--- src/rtl/vert_pkg.sv ---
// Shared angle/cosine types and scheduler state encoding for the vertex pipeline.
// Pure declarations, no logic.
package vert_pkg;
    localparam int ANGLE_W   = 9;
    localparam int COS_W     = 12;
    localparam int ANGLE_MOD = 360;

    typedef logic [ANGLE_W-1:0]        angle_t;
    typedef logic signed [COS_W-1:0]   cos_t;

    typedef enum logic [2:0] {
        S_IDLE  = 3'd0,
        S_FETCH = 3'd1,
        S_WAIT  = 3'd2,
        S_EMIT  = 3'd3,
        S_DONE  = 3'd4
    } vs_state_t;
endpackage

--- src/rtl/angle_wrap_add.sv ---
// Combinational mod-360 angle adder; zero latency, no handshake.
// Both operands are below 360, so a single conditional subtract always lands in 0..359.
module angle_wrap_add
    import vert_pkg::*;
(
    input  logic [ANGLE_W-1:0] a,
    input  logic [ANGLE_W-1:0] b,
    output logic [ANGLE_W-1:0] sum
);
    logic [ANGLE_W:0] raw;

    always_comb begin
        raw = {1'b0, a} + {1'b0, b};
        if (raw >= (ANGLE_W+1)'(ANGLE_MOD))
            sum = ANGLE_W'(raw - (ANGLE_W+1)'(ANGLE_MOD));
        else
            sum = ANGLE_W'(raw);
    end
endmodule

--- src/rtl/vert_sched.sv ---
// Frame-synchronous vertex scheduler: per slot FETCH, ROM_LAT wait cycles, then EMIT held until tri_ready.
// Optional VERT_SCHED_PAUSE_EN adds a pause input that freezes the base angle in DONE.
module vert_sched
    import vert_pkg::*;
#(
    parameter int NUM_TRI       = 4,
    parameter int ANGLE_STEP    = 1,
    parameter int ANGLE_SPACING = 90,
    parameter int ROM_LAT       = 1
) (
    input  logic                    clk_pix,
    input  logic                    resetn,
`ifdef VERT_SCHED_PAUSE_EN
    input  logic                    pause,
`endif
    input  logic                    frame_start,
    output logic                    rom_req,
    output logic [ANGLE_W-1:0]      rom_angle,
    input  logic signed [COS_W-1:0] rom_cos,
    output logic                    tri_valid,
    input  logic                    tri_ready,
    output logic [3:0]              tri_idx,
    output logic signed [COS_W-1:0] tri_cos,
    output logic                    busy,
    output logic                    frame_done,
    output logic                    overrun
);
    vs_state_t  state;
    angle_t     base_angle;
    angle_t     cur_angle;
    angle_t     slot_next;
    angle_t     base_next;
    logic [3:0] idx;
    logic [2:0] wait_cnt;
    cos_t       cos_q;
    logic       hold_base;

`ifdef VERT_SCHED_PAUSE_EN
    assign hold_base = pause;
`else
    assign hold_base = 1'b0;
`endif

    angle_wrap_add u_slot_add (
        .a   (cur_angle),
        .b   (angle_t'(ANGLE_SPACING)),
        .sum (slot_next)
    );

    angle_wrap_add u_base_add (
        .a   (base_angle),
        .b   (angle_t'(ANGLE_STEP)),
        .sum (base_next)
    );

    always_ff @(posedge clk_pix) begin
        if (!resetn) begin
            state      <= S_IDLE;
            base_angle <= '0;
            cur_angle  <= '0;
            idx        <= '0;
            wait_cnt   <= '0;
            cos_q      <= '0;
            overrun    <= 1'b0;
        end else begin
            // A start pulse outside IDLE, including the DONE cycle, is dropped and flagged.
            if (frame_start && state != S_IDLE)
                overrun <= 1'b1;

            case (state)
                S_IDLE: begin
                    if (frame_start) begin
                        cur_angle <= base_angle;
                        idx       <= '0;
                        state     <= S_FETCH;
                    end
                end
                S_FETCH: begin
                    wait_cnt <= 3'(ROM_LAT);
                    state    <= S_WAIT;
                end
                S_WAIT: begin
                    wait_cnt <= wait_cnt - 3'd1;
                    if (wait_cnt == 3'd1) begin
                        cos_q <= rom_cos;
                        state <= S_EMIT;
                    end
                end
                S_EMIT: begin
                    if (tri_ready) begin
                        if (idx == 4'(NUM_TRI - 1)) begin
                            state <= S_DONE;
                        end else begin
                            idx       <= idx + 4'd1;
                            cur_angle <= slot_next;
                            state     <= S_FETCH;
                        end
                    end
                end
                S_DONE: begin
                    if (!hold_base)
                        base_angle <= base_next;
                    state <= S_IDLE;
                end
                default: state <= S_IDLE;
            endcase
        end
    end

    assign rom_req    = (state == S_FETCH);
    assign rom_angle  = (state == S_FETCH) ? cur_angle : '0;
    assign tri_valid  = (state == S_EMIT);
    assign tri_idx    = idx;
    assign tri_cos    = cos_q;
    assign busy       = (state != S_IDLE);
    assign frame_done = (state == S_DONE);
endmodule

--- config.mk ---
export PLATFORM = sky130hd
export DESIGN_NAME = vert_sched
export DESIGN_NICKNAME = d
export VERILOG_FILES = /design/src/rtl/vert_pkg.sv /design/src/rtl/angle_wrap_add.sv /design/src/rtl/vert_sched.sv
export SDC_FILE = /design/constraint.sdc
export NUM_CORES = 1
export LEC_CHECK = 0
export ABC_CLOCK_PERIOD_IN_PS = 2900
export BUFFER_PORTS_ARGS = -buffer_cell sky130_fd_sc_hd__buf_2
export CORE_MARGIN = 2
export CORE_UTILIZATION = 56
export CTS_CLUSTER_SIZE = 16
export DETAILED_ROUTE_END_ITERATION = 8
export PLACE_DENSITY = 0.82
export SYNTH_ARGS = -nofsm -noshare
export SYNTH_HDL_FRONTEND = slang
export SYNTH_SLANG_ARGS = --single-unit
--- constraint.sdc ---
create_clock -name clk_pix -period 2.9 [get_ports clk_pix]
set_input_delay 0.29 -clock clk_pix [delete_from_list [all_inputs] [get_ports clk_pix]]
set_output_delay 0.29 -clock clk_pix [all_outputs]
set_load 0.05 [all_outputs]
==> flow_metrics.py, run 1 <==
metrics = {
    "clock_network": {
        "cts_made_buffers": 5,
        "clkSinkCount": 41,
        "ctsResizeCount": 0,
        "clk_pin_slew_ns": 0.09,
        "cts_tree": "done",
        "cts.path.max_buffers": 2,
        "worstSkewPairLatency_ns": 0.30,
        "htree_levels": 2,
        "post_cts_buffers": 0,
        "cts_root_buf": "clkbuf_8",
        "hold_buffers": 0,
    },
    "cells_and_area": {
        "multi_input_area_um2": 1650,
        "final_util_pct": 66.8,
        "stdcell_count": 412,
        "area_delta_synth_final_pct": 13.4,
        "drive_above_1_share_pct": 20.3,
        "regArea_um2": 821,
        "n_fill_cell": 358,
        "num_antenna_cells": 0,
        "final_nets": 383,
    },
    "sta": {
        "setup_viol_count_final": 0,
        "worst_slew_pin_slew_ns": 0.718,
        "max_freq_ghz": 0.420,
        "maxSlewHeadroom_pct": 52.0,
        "grt_setup_unrepaired": "no",
        "min_period_over_period_pct": 82.1,
        "setup_ws_ns": 0.520,
        "fin_crit_ns": 2.38,
        "tns_ns": 0,
        "hold_viol": 0,
        "skew_ns": 0.00691,
        "slew_violations": 0,
    },
    "synthesis": {
        "synth_flop_cell": "dfxtp_1",
        "syn_inst": 322,
        "synth_seq_cells": 41,
        "synth_seq_area_share_pct": 31.6,
        "async_flop_share_pct": 0,
        "syn_area_um2": 2600,
        "yosysWarnings": 0,
        "syn_nets": 346,
        "syn_avg_cell_area_um2": 8.07,
        "synth_cell_type_count": 60,
        "synth_edf_count": 0,
    },
    "die": {
        "rows": 24,
        "coreArea_um2": 4410,
        "initial_core_util_pct": 58.9,
        "pin_count": 46,
        "die_w_um": 72.1,
        "dieHeight_um": 72.1,
        "die-area_um2": 5200,
    },
    "routing": {
        "vias": 2444,
        "drc_errors": 0,
        "firstDrtPassIters": 4,
        "drt_iter0_drc": 128,
        "wire_per_inst_um": 14.5,
        "wl_um": 5970,
        "vias_per_cell": 5.93,
        "ant_nets": 0,
    },
    "setup_path": {
        "critPathSlowestCell": "or4_1",
        "r2r_slack_ns": 0.52,
        "cp.required_ns": 3.13,
        "rr_worst_depth": 8,
        "path_cells": "ha_1 > inv_1 > or4_1 > a21oi_1 > nor4b_2 > nor2_1 > mux2_2 > o22ai_1",
        "path_class": "reg2reg",
        "startpoint_type": "register",
        "arrival_ns": 2.61,
        "worstSetupEndpointType": "register",
        "startpoint": "cur_angle[1]",
        "cp_max_fo": 7,
        "r2r_start": "cur_angle[1]",
        "r2r_end": "cur_angle[4]",
        "critical-path-max-stage-delay_ns": 0.49,
        "endpoint": "cur_angle[4]",
    },
    "run_status": {
        "status": "finished clean",
    },
    "pwr": {
        "clkPwrFrac_pct": 31.7,
        "power_uw": 1490,
        "p_per_area_nw_per_um2": 505,
        "ir_drop_mv": 0.328,
        "switchingPower_uw": 505,
        "combPwrFrac_pct": 25.0,
        "switching_share_pct": 33.9,
        "sequentialPowerShare_pct": 43.3,
        "p_leak_uw": 0.00119,
        "power.internal_uw": 983,
    },
    "global_route": {
        "grt_pass1_wl_um": 10200,
        "grt_max_degree": 27,
        "antenna_found_initial": 0,
        "track_usage_pct": 24.4,
        "grt_pass1_vias": 2287,
        "grt_overflow": 0,
    },
    "job": {
        "maxCapViolations": 0,
    },
    "placement": {
        "gp_congestion": 0.842,
        "dpl.hpwl_um": 4230,
        "post-place-ws_ns": 0.527,
        "dpl.cell_count": 404,
        "portBuffers": 45,
    },
    "min_path": {
        "hp-class": "in2reg",
    },
}
-- stage by stage --
stage | hold slack [ns] | area (µm²)
5_1_grt | 0.227 | 2950
4_1_cts | 0.222 | 2950
3_5_place_dp | 0.460 | 2840
2_1_floorplan | 0.431 | 2610
6_report | 0.223 | 2950
3_3_place_gp | 0.446 | 2840
-- worst min path at each step --
stage	cells after the start	start	endpoint	slack [ns]
2_1_floorplan	2	frame_start	overrun	0.43
3_3_place_gp	2	overrun	overrun	0.45
3_5_place_dp	2	overrun	overrun	0.46
4_1_cts	3	rom_cos[9]	tri_cos[9]	0.22
5_1_grt	3	rom_cos[0]	tri_cos[0]	0.23
6_report	3	rom_cos[5]	tri_cos[5]	0.22
-- Yosys cell counts (all sizes together), types with 3 or more instances --
cell type | n | area share [%]
dfxtp | 41 | 32
nor2 | 31 | 4.5
nand2 | 27 | 4.0
a21oi | 26 | 5.0
o21ai | 23 | 4.4
mux2i | 19 | 7.3
nand3 | 14 | 3.4
and2 | 11 | 2.6
clkbuf | 11 | 1.6
xnor2 | 11 | 3.7
nor3 | 10 | 2.6
buf | 9 | 2.1
ha | 8 | 3.9
inv | 8 | 1.2
nand2b | 6 | 1.4
or3 | 6 | 1.5
nor2b | 5 | 1.2
xor2 | 5 | 1.7
and3 | 4 | 0.96
a311oi | 3 | 1.0
a31o | 3 | 1.0
mux2 | 3 | 1.3
o22ai | 3 | 0.72
-- kinds of logic after synthesis --
| group | count (synthesis) | share of synthesized area (%) |
|---|---|---|
| AND/OR/NAND/NOR | 128 | 26.9 |
| multiplexers | 22 | 8.61 |
| flip-flops | 41 | 31.6 |
| AO/OA/AOI/OAI | 78 | 18.7 |
| buffers and inverters | 29 | 5.00 |
| adder cells (fa/ha/maj) | 8 | 3.85 |
| XOR/XNOR | 16 | 5.39 |
-- worst max-delay path, delay by kind of cell (launching register included) --
family,cells,cell delay [ns]
simple gates,3,0.80
flops,1,0.42
mux,1,0.36
compound gates,2,0.35
fa+ha+maj,1,0.31
buf+inv,1,0.08
-- power groups by stage --
stage / clock network (µW) / registers (µW) / logic (µW)
after detailed placement: 0 / 654 / 370
final: 471 / 644 / 373
after CTS: 476 / 642 / 372
after global routing: 497 / 649 / 413
after floorplan: 0 / 669 / 257
after global placement: 0 / 653 / 363
-- state kept, by name (all words and copies together) (netlist names) --
signal,cells
wait_cnt,3
overrun,1
base_angle,9
state,3
tri_cos,12
cur_angle,9
tri_idx,4
-- layout by cell type (no fill, tap or decap), types with 11 or more instances in the layout --
| cell | n |
|---|---|
| buf_2 | 45 |
| dfxtp_1 | 41 |
| nor2_1 | 31 |
| nand2_1 | 26 |
| a21oi_1 | 26 |
| o21ai_0 | 21 |
| mux2i_1 | 19 |
| nand3_1 | 12 |
| and2_1 | 11 |
| xnor2_1 | 11 |
-- layer usage --
metal	part of all wire, %	global-route usage, %
met1	45	30.2
met2	48	41.0
met3	5.6	6.25
met4	1.7	8.81
met5	0	0
-- cell type report --
class | count | area share (%)
clock inverters | 2 | 1.32
flip-flops and latches | 41 | 27.8
well taps | 52 | 2.21
multi-input cells | 252 | 56.1
clock buffers | 6 | 2.46
repair buffers | 50 | 8.91
inverters | 9 | 1.15
No activity file was read; power rests on OpenSTA's default activity.
==> run 2: changes to the inputs <==
--- a/config.mk
+++ b/config.mk
@@ -5,13 +5,14 @@
 export SDC_FILE = /design/constraint.sdc
 export NUM_CORES = 1
 export LEC_CHECK = 0
-export ABC_CLOCK_PERIOD_IN_PS = 2900
+export ABC_AREA = 1
+export ABC_CLOCK_PERIOD_IN_PS = 2300
 export BUFFER_PORTS_ARGS = -buffer_cell sky130_fd_sc_hd__buf_2
 export CORE_MARGIN = 2
-export CORE_UTILIZATION = 56
+export CORE_UTILIZATION = 55
 export CTS_CLUSTER_SIZE = 16
 export DETAILED_ROUTE_END_ITERATION = 8
-export PLACE_DENSITY = 0.82
+export PLACE_DENSITY = 0.81
 export SYNTH_ARGS = -nofsm -noshare
 export SYNTH_HDL_FRONTEND = slang
 export SYNTH_SLANG_ARGS = --single-unit
==> constraint.sdc (replaced) <==
create_clock -name clk_pix -period 2.3 [get_ports clk_pix]
set_input_delay 0.23 -clock clk_pix [delete_from_list [all_inputs] [get_ports clk_pix]]
set_output_delay 0.23 -clock clk_pix [all_outputs]
set_load 0.05 [all_outputs]
==> run 2 against run 1 <==
  * Via count grew 0.33%
  * Hold slack lost 0.040 ns
  * First-iteration DRC count increased by 17%
  * Routed wire length fell by 8.4%
  * Combinational power rose to 3.3 times the previous value
  * Area after synthesis shrank 6.0%
  * Flip-flop and latch count did not move
  * Register-to-register slack got worse by 0.13 ns
==> flow_metrics.py, run 2 <==
metrics = {
    "run_status": {
        "status": "finished clean",
    },
    "clock_network": {
        "post_cts_buffers": 0,
        "worstSkewPairLatency_ns": 0.29,
        "htree_levels": 2,
        "cts_tree": "done",
        "cts_root_buf": "clkbuf_8",
        "clkSinkCount": 41,
        "ctsResizeCount": 0,
        "clk_pin_slew_ns": 0.09,
        "cts.path.max_buffers": 2,
        "cts_made_buffers": 5,
        "hold_buffers": 0,
    },
    "cells_and_area": {
        "final_cell_mix": "nand2_1 (70), nor2_1 (61), inv_1 (53)",
        "n_fill_cell": 416,
        "final_util_pct": 65.2,
        "fin_area_um2": 2820,
        "regArea_um2": 821,
        "final_nets": 438,
        "drive_above_1_share_pct": 19.3,
        "final_common_cell": "nand2_1",
        "multi_input_area_um2": 1360,
        "largest_reg_flops": 12,
        "area_delta_synth_final_pct": 15.5,
        "num_antenna_cells": 0,
    },
    "setup_path": {
        "crit_family": "simple AND/OR/NAND/NOR gates",
        "critPathSlowestCell": "dfxtp_1",
        "path_cells": "ha_1 > nand2_2 > nor2_4 > nand2_1 > nand2_1 > nand2_1 > nor2_1 > nand3_1 > nand2_2 > inv_2 > nand2_1 > nand3_1 > nand2_1 > inv_1",
        "critical-path-max-stage-delay_ns": 0.44,
        "worstSetupEndpointType": "register",
        "r2r_end": "base_angle[7]",
        "arrival_ns": 2.11,
        "cp.required_ns": 2.50,
        "cp_max_fo": 7,
        "startpoint_type": "register",
        "critPathBufInv": 2,
        "r2r_start": "base_angle[0]",
        "path_common_cell": "nand2_1",
        "rr_worst_depth": 14,
        "path_class": "reg2reg",
        "r2r_slack_ns": 0.39,
    },
    "die": {
        "rows": 24,
        "dieHeight_um": 70.7,
        "pin_count": 46,
        "die_w_um": 70.7,
        "coreArea_um2": 4320,
        "die-area_um2": 4990,
        "initial_core_util_pct": 56.5,
    },
    "min_path": {
        "min_to": "tri_cos[2]",
        "hold_depth": 3,
        "hp-class": "in2reg",
        "hp-start": "rom_cos[2]",
    },
    "sta": {
        "slew_violations": 0,
        "tns_ns": 0,
        "skew_ns": 0.00727,
        "min_period_over_period_pct": 83.1,
        "maxSlewHeadroom_pct": 64.6,
        "max_freq_ghz": 0.523,
        "grt_setup_unrepaired": "no",
        "setup_viol_count_final": 0,
        "worst_slew_pin_slew_ns": 0.528,
        "hold_viol": 0,
        "fin_crit_ns": 1.91,
    },
    "pwr": {
        "combPwrFrac_pct": 44.5,
        "p_leak_uw": 0.00135,
        "power.internal_uw": 1480,
        "clkPwrFrac_pct": 21.7,
        "power_uw": 2740,
        "p_per_area_nw_per_um2": 971,
        "ir_drop_mv": 0.967,
        "switching_share_pct": 46.0,
        "sequentialPowerShare_pct": 33.7,
        "switchingPower_uw": 1260,
    },
    "synthesis": {
        "syn_nets": 393,
        "synth_seq_area_share_pct": 33.6,
        "synth_edf_count": 0,
        "synth_top_cell_area_share_pct": 33.6,
        "async_flop_share_pct": 0,
        "synth_flop_cell": "dfxtp_1",
        "synth_seq_cells": 41,
        "synth_cell_type_count": 34,
        "syn_avg_cell_area_um2": 6.62,
        "yosysWarnings": 0,
        "synthTopCellsByCount": "nand2_1 (70), nor2_1 (61), inv_1 (53), dfxtp_1 (41), nand3_1 (30)",
        "syn_inst": 369,
        "ys_top_cells_by_area": "dfxtp_1 (34%), nand2_1 (11%), nor2_1 (9.4%)",
        "synth_top_area_cell": "dfxtp_1",
        "syn_area_um2": 2440,
        "synth_most_common_cell": "nand2_1",
    },
    "routing": {
        "firstDrtPassIters": 4,
        "wire_per_inst_um": 11.7,
        "drt_iter0_drc": 150,
        "drc_errors": 0,
        "ant_nets": 0,
        "wl_um": 5470,
        "vias": 2452,
        "vias_per_cell": 5.25,
    },
    "placement": {
        "dpl.hpwl_um": 4080,
        "portBuffers": 45,
        "gp_congestion": 0.882,
        "placed_cell_area_um2": 2710,
    },
    "global_route": {
        "track_usage_pct": 23.5,
        "grt_pass1_vias": 2264,
        "grt_max_degree": 23,
        "antenna_found_initial": 0,
        "grt_pass1_wl_um": 9740,
        "grt_overflow": 0,
    },
    "job": {
        "maxCapViolations": 0,
    },
}
## run 2: power groups by stage
stage | Combinational [µW] | Sequential, µW | Clock [µW]
after floorplan | 796 | 1120 | 0
after global placement | 1190 | 932 | 0
after detailed placement | 1220 | 939 | 0
after CTS | 1230 | 924 | 604
after global routing | 1360 | 942 | 633
final | 1220 | 923 | 596
## run 2: worst max-delay path by stage
stage / startpoint / to / slack, ns / cells past startpoint
2_1_floorplan: state[0] / rom_angle[0] / -0.03 / 5
4_1_cts: base_angle[0] / base_angle[7] / 0.39 / 14
3_3_place_gp: base_angle[0] / base_angle[7] / 0.45 / 14
5_1_grt: cur_angle[1] / cur_angle[5] / 0.16 / 14
6_report: base_angle[0] / base_angle[7] / 0.39 / 14
3_5_place_dp: base_angle[0] / base_angle[7] / 0.41 / 14
## run 2: worst reg2reg max path: stages (launching register included)
cell and delay [ns]:
dfxtp_1 0.44, ha_1 0.23, nand2_2 0.09, nor2_4 0.16
nand2_1 0.07, nand2_1 0.06, nand2_1 0.10, nor2_1 0.12
nand3_1 0.11, nand2_2 0.16, inv_2 0.06, nand2_1 0.05
nand3_1 0.07, nand2_1 0.07, inv_1 0.04
## run 2: cell type report
class	count	area share (%)
Clock buffer	5	2.44
Clock inverter	3	1.64
Inverter	59	7.94
Multi-Input combinational cell	261	48.3
Sequential cell	41	29.1
Tap cell	52	2.31
Timing Repair Buffer	46	8.25
## run 2: metal layers
layer / global-route usage (%) / wire (µm) / up-vias
li1: - / - / 1266
met1: 28.8 / 2410 / 1123
met2: 41.9 / 2750 / 57
met5: 0 / 0 / -
met3: 5.27 / 267 / 6
met4: 5.66 / 42 / 0
## run 2: kinds of logic (layout without fill, tap and decap cells)
logic type,count (synthesis),count (layout),synth area share [%]
AO/OA/AOI/OAI,62,62,15.6
XOR/XNOR,8,8,2.87
adder cells (fa/ha/maj),8,8,4.10
buffers and inverters,67,113,10.8
flip-flops,41,41,33.6
AND/OR/NAND/NOR,183,183,33.0
## run 2: through the flow
step / setup WS (ns) / hold WS, ns / instances
floorplan: -0.0305 / 0.375 / 369
global placement: 0.449 / 0.445 / 459
detailed placement: 0.412 / 0.453 / 459
CTS: 0.388 / 0.177 / 467
global route: 0.165 / 0.193 / 467
finish: 0.388 / 0.183 / 467
